$ cat src/rtl/register_access_arbiter.sv
// Arbitrates the register file write port and rs1 address path between core writeback
// and a single outstanding debug read/write, forcing a one-cycle core stall after STARVE_LIMIT blocked cycles.
module register_access_arbiter #(
  parameter int REGISTER_COUNT = 32,
  parameter int WORD_W         = 32,
  parameter int STARVE_LIMIT   = 4,
  localparam int ADDR_W        = $clog2(REGISTER_COUNT)
) (
  input  logic              clk,
  input  logic              reset,
  input  logic              core_wr_valid,
  input  logic [ADDR_W-1:0] core_wr_addr,
  input  logic [WORD_W-1:0] core_wr_data,
  output logic              core_stall,
  input  logic              dbg_req_valid,
  output logic              dbg_req_ready,
  input  logic              dbg_req_write,
  input  logic [ADDR_W-1:0] dbg_req_addr,
  input  logic [WORD_W-1:0] dbg_req_wdata,
  output logic              dbg_resp_valid,
  input  logic              dbg_resp_ready,
  output logic [WORD_W-1:0] dbg_resp_rdata,
  output logic              rf_wr_enable,
  output logic [ADDR_W-1:0] rf_wr_addr,
  output logic [WORD_W-1:0] rf_wr_data,
  output logic              rf_rs1_sel,
  output logic [ADDR_W-1:0] rf_rs1_addr,
  input  logic [WORD_W-1:0] rf_xs1
);

  typedef enum logic [1:0] {IDLE, EXEC, RESP} state_t;

  state_t              state, state_nxt;
  logic                hold_write;
  logic [ADDR_W-1:0]   hold_addr;
  logic [WORD_W-1:0]   hold_wdata;
  logic [WORD_W-1:0]   resp_data;
  logic [3:0]          blk_cnt;
  logic                accept;
  logic                exec_go;

  // Response word: x0 always reads back as zero; writes echo the value written.
  function automatic logic [WORD_W-1:0] resp_value(input logic              is_write,
                                                   input logic [ADDR_W-1:0] addr,
                                                   input logic [WORD_W-1:0] wdata,
                                                   input logic [WORD_W-1:0] rdata);
    if (addr == '0)
      return '0;
    return is_write ? wdata : rdata;
  endfunction

  always_comb begin
    state_nxt      = state;
    dbg_req_ready  = 1'b0;
    dbg_resp_valid = 1'b0;
    accept         = 1'b0;
    exec_go        = 1'b0;
    case (state)
      IDLE: begin
        dbg_req_ready = 1'b1;
        if (dbg_req_valid) begin
          accept    = 1'b1;
          state_nxt = EXEC;
        end
      end
      EXEC: begin
        // Reset in this cycle must suppress the debug access entirely.
        if (!reset && (!core_wr_valid || blk_cnt == 4'(STARVE_LIMIT))) begin
          exec_go   = 1'b1;
          state_nxt = RESP;
        end
      end
      RESP: begin
        dbg_resp_valid = 1'b1;
        if (dbg_resp_ready)
          state_nxt = IDLE;
      end
      default: state_nxt = IDLE;
    endcase
  end

  always_comb begin
    core_stall     = exec_go;
    rf_rs1_sel     = exec_go && !hold_write;
    rf_rs1_addr    = rf_rs1_sel ? hold_addr : '0;
    dbg_resp_rdata = resp_data;
    if (exec_go) begin
      rf_wr_enable = hold_write && (hold_addr != '0);
      rf_wr_addr   = hold_addr;
      rf_wr_data   = hold_wdata;
    end else begin
      rf_wr_enable = core_wr_valid && (core_wr_addr != '0);
      rf_wr_addr   = core_wr_addr;
      rf_wr_data   = core_wr_data;
    end
  end

  // Control state and response register
  always_ff @(posedge clk) begin
    if (reset) begin
      state     <= IDLE;
      blk_cnt   <= '0;
      resp_data <= '0;
    end else begin
      state <= state_nxt;
      if (accept)
        blk_cnt <= '0;
      else if (state == EXEC && !exec_go)
        blk_cnt <= blk_cnt + 4'd1;
      if (exec_go)
        resp_data <= resp_value(hold_write, hold_addr, hold_wdata, rf_xs1);
    end
  end

  // Request holding registers
  always_ff @(posedge clk) begin
    if (accept) begin
      hold_write <= dbg_req_write;
      hold_addr  <= dbg_req_addr;
      hold_wdata <= dbg_req_wdata;
    end
  end

endmodule

$ cat config.mk
export PLATFORM = sky130hd
export DESIGN_NAME = register_access_arbiter
export DESIGN_NICKNAME = d
export VERILOG_FILES = /design/src/rtl/register_access_arbiter.sv
export SDC_FILE = /design/constraint.sdc
export NUM_CORES = 1
export LEC_CHECK = 0
export BUFFER_PORTS_ARGS = -buffer_cell sky130_fd_sc_hd__buf_2
export CAP_MARGIN = 20
export CORE_MARGIN = 1.5
export CORE_UTILIZATION = 41
export DETAILED_ROUTE_END_ITERATION = 10
export PLACE_DENSITY_LB_ADDON = 0.15
export SYNTH_ARGS = -nofsm -noshare
export SYNTH_HDL_FRONTEND = slang
export SYNTH_SLANG_ARGS = --single-unit
$ cat constraint.sdc
create_clock -name clk -period 2.2 [get_ports clk]
set_input_delay 0.22 -clock clk [delete_from_list [all_inputs] [get_ports clk]]
set_output_delay 0.22 -clock clk [all_outputs]
set_load 0.03 [all_outputs]
# Word level (Yosys, flattened, before mapping)
# Index checks and enable logic that the tools add are counted.
[totals] ff_bits=76 in_bits=112 output_inout_bits=79 elab_cells=49
[classes] n_addsub=1 eq_ne=6 n_mux=20 n_reduce_logical=16
[op_table] op="two-way mux 32 bit" count=4
[op_table] op="two-way mux 1 bit" count=10
[op_table] op="two-way mux 5 bit" count=2
[op_table] op="nonzero test 5 bit" count=2
[op_table] op="two-way mux 2 bit" count=3
[op_table] op="!= test 2 bit (second input constant)" count=3
[op_table] op="case mux 2 bit (3 select lines)" count=1
[op_table] op="logical AND 1 bit" count=5
[op_table] op="logical NOT 5 bit" count=1
[op_table] op="adder 4 x 1 -> 4 bit (second input constant)" count=1
[op_table] op="== test 4 x 3 -> 1 bit (second input constant)" count=1
[op_table] op="logical NOT 1 bit" count=4
[op_table] op="AND reduction 3 bit" count=1
[op_table] op="== test 2 x 1 -> 1 bit (second input constant)" count=1
[op_table] op="== test 2 bit (second input constant)" count=1
[op_table] op="logical NOT 2 bit" count=1
[op_table] op="OR reduction 2 bit" count=1
[op_table] op="logical OR 1 bit" count=1

# Longest topological paths before layout
[logic_depth] ltp_word=8 mapped_depth=7 mapped_depth_nobuf=5

# Worst setup path after synthesis
# Ideal clock, no wire load.
[synth_path] path_kind="register -> output" startpoint="reg blk_cnt[0]" endpoint="out rf_rs1_addr[0]" arrival_ps=1829 t_required_ps=1980 setup_slack_ps=151 stages_incl_launch_ff=7 n_path_buf=1 cell_sequence="dfxtp_1 inv_1 ha_1 and4bb_2 o21ai_4 buf_2 nor3b_1"
[synth_between] elab_chain_cells=7
[synth_rtl] item="from (decl)" line="38" rtl="logic [3:0] blk_cnt;"
[synth_rtl] item="from (signal assigned)" line="109" rtl="blk_cnt <= blk_cnt + 4'd1;"
[synth_rtl] item="== test 4 x 3 -> 1 bit" line="68" rtl="if (!reset && (!core_wr_valid || blk_cnt == 4'(STARVE_LIMIT))) begin"
[synth_rtl] item="logical OR 1 bit" line="68"
[synth_rtl] item="logical AND 1 bit" line="68"
[synth_rtl] item="two-way mux 1 bit" line="68"
[synth_rtl] item="two-way mux 1 bit" line="58" rtl="case (state)"
[synth_rtl] item="logical AND 1 bit" line="84" rtl="rf_rs1_sel = exec_go && !hold_write;"
[synth_rtl] item="two-way mux 5 bit" line="85" rtl="rf_rs1_addr = rf_rs1_sel ? hold_addr : '0;"
[synth_rtl] item="to (decl)" line="27" rtl="output logic [ADDR_W-1:0] rf_rs1_addr,"
# Every way passes these cells.

# Worst setup path in the final report
[layout_path] startpoint="reg blk_cnt[0]" endpoint="out rf_wr_data[18]"
[layout_between] elab_chain_cells=6
[layout_rtl] item="== test 4 x 3 -> 1 bit" line="68"
[layout_rtl] item="logical OR 1 bit" line="68"
[layout_rtl] item="logical AND 1 bit" line="68"
[layout_rtl] item="two-way mux 1 bit" line="68"
[layout_rtl] item="two-way mux 1 bit" line="58"
[layout_rtl] item="two-way mux 32 bit" line="87" rtl="if (exec_go) begin"
[layout_rtl] item="to (decl)" line="25" rtl="output logic [WORD_W-1:0] rf_wr_data,"
# Every way passes these cells.

==> out/qor.yml <==
outcome: "finished, violations left"
violations: "negative setup slack"
fin_ws_ns: -0.08463
start_kind: "flip-flop"
die-area_um2: 9898
portBuffers: 190
root_buffer: "clkbuf_8"
dieHeight_um: 99.49
cts_tree: "yes"
slew_violations: 0
cts.htree.levels: 3
fin_area_um2: 5739
gp_congestion: 0.7955
period_share_pct: 103.8
clk_pin_slew_worst_paths_ns: 0.08
syn_area_um2: 3817
synth-seq-cells: 76
clock_path_buffers: 2
initial_core_util_pct: 41.71
criticalPathCategory: "reg2out"
relSlewSlack_pct: 73.82
synth_edf_count: 38
drc: 0
syn2layout_area_growth_pct: 50.34
max_freq_mhz: 437.7
drv_cap: 0
numCtsBuffers: 9
synthCells: 311
drtIter0Drc: 69
antenna_left: 0
p_leak_nw: 2.850
worst_pin_slew_ns: 0.3828
fin_tns_setup_ns: -2.642
fin_crit_ns: 2.285
min_path_type: "in2reg"
grt_pass1_vias: 3371
dieWidth_um: 99.49
rsz0062_at_grt: "true"
cp-startpoint: "blk_cnt[0]$_SDFFE_PP0P_"
avgSynthCellArea_um2: 12.27
hold_violations: 0
synth_cell_types: 31
grt_start_max_net_pins: 37
drt-total-wl_um: 10740
insertion_delay_ns: 0.34
cts_hold_buf: 0
drt_first_pass_iters: 4
track_usage_pct: 21.79
top_level_ports: 191
antenna_found_initial: 0
async_flop_share_pct: 0
seq_area_frac_synth_pct: 49.82
post-place-ws_ns: 0.03870
dpl_cell_area_um2: 4912
worstPathArrival_ns: 2.06
fin_nets: 638
crit_required_ns: 1.98
dr_total_vias: 3227
syn_nets: 425
clock_sinks: 76
wl_per_cell_um: 16.81
fin_skew_ns: 0.01045
overflow: 0
synth_top_flop_cell: "edfxtp_1"
power.density_nw_per_um2: 581.2
vias_per_cell: 5.050
hpwl_um: 6880
r2r-start: "blk_cnt[0]$_SDFFE_PP0P_"
power_w: 0.003336
hold_start: "dbg_req_wdata[14]"
vdd_drop_max_v: 0.0003408
antenna_cells: 0
yosys_warnings: 0
drive_above_1_share_pct: 60.98
cp-end-kind: "output port"
core_area_um2: 9153
critPathMaxFanout: 8
hold_slack_ns: 0.04418
setup_viol: 38
rows: 35
grt_pass1_wl_um: 16580
[final timing paths]
check	end	slack, ns	cells after the start
min	hold_wdata[14]$_DFFE_PP_	0.04	1
min reg2reg	dbg_resp_rdata[5]$_SDFFE_PP0P_	0.47	2
max reg2reg	dbg_resp_rdata[31]$_SDFFE_PP0P_	0.36	8
max	rf_wr_data[18]	-0.08	8
[layer usage]
layer,vias up,global-route usage [%],routed length (um)
met4,0,8.776,172
li1,1563,-,-
met5,-,0,0
met2,114,38.04,5468
met3,15,4.568,554
met1,1535,26.23,4544
[cell families (layout without fill, tap and decap cells)]
logic type,count (synthesis),in the layout,share of synthesized area [%]
adder cells (fa/ha/maj),2,2,0.6554
buffers and inverters,26,243,3.474
AND/OR/NAND/NOR,62,62,10.62
AO/OA/AOI/OAI,41,41,5.900
flip-flops,76,76,49.82
multiplexers,104,104,29.53
[worst max-delay path, cell delays in order (launching register included)]
cell and delay [ns]:
dfxtp_2 0.33, inv_2 0.05, ha_4 0.15, and4bb_2 0.25, o21ai_4 0.17, buf_6 0.17, buf_16 0.15, mux2_4 0.31
buf_6 0.14
[synthesized netlist by cell type, types with 3 or more instances]
library cell | number | area share (%)
mux2_2 | 69 | 20
dfxtp_1 | 38 | 20
edfxtp_1 | 38 | 30
mux2i_1 | 35 | 9.2
nand2b_1 | 35 | 5.7
o21ai_0 | 29 | 3.8
clkbuf_1 | 10 | 0.98
buf_2 | 7 | 0.92
nor3b_1 | 5 | 0.98
o21ai_1 | 5 | 0.66
inv_1 | 4 | 0.39
nor2_1 | 4 | 0.39
a21oi_1 | 3 | 0.39
buf_4 | 3 | 0.59
nand4_1 | 3 | 0.49
or3b_2 | 3 | 0.69
[power by group]
| group | internal [W] | switching [W] |
|---|---|---|
| Clock | 0.000401 | 0.000494 |
| Combinational | 0.000404 | 0.000412 |
| Sequential | 0.00158 | 0.0000474 |
[placed cells by master (no fill, tap or decap), types with 4 or more instances in the layout]
| cell | instances |
|---|---|
| mux2_2 | 32 |
| mux2_4 | 37 |
| buf_4 | 28 |
| buf_6 | 42 |
| buf_2 | 147 |
| clkbuf_8 | 9 |
| edfxtp_1 | 38 |
| o21ai_1 | 5 |
| o21ai_0 | 29 |
| nand2b_1 | 35 |
| mux2i_1 | 35 |
| nor2_1 | 4 |
| dfxtp_1 | 36 |
| nor3b_2 | 5 |
[timing repair]
action,in CTS,in global routing
endpoints found under the setup margin,44,44
buffers inserted,17,5
pin swaps,6,3
gates cloned,5,0
endpoints found under the hold margin,0,0
resized for setup,141,5
[cell type report]
type,instances,area [um2]
repair buffers,224,1569
multi-input cells,209,1959
inverters,4,15.01
well taps,111,138.9
clock inverters,3,17.52
clock buffers,12,135.1
flip-flops and latches,76,1904
fillers,746,3413
[per-stage QoR]
stage	cells	utilization, %
2_1_floorplan	311	-
3_3_place_gp	603	53.67
3_5_place_dp	603	53.67
4_1_cts	640	63.44
5_1_grt	639	62.71
6_report	639	62.71
[sequential cells by signal, indices dropped and copies added, names as in the netlist]
signal          count
dbg_resp_rdata     32
hold_wdata         32
blk_cnt             4
hold_addr           5
state               2
hold_write          1
Power figures use the tool's default switching activity.
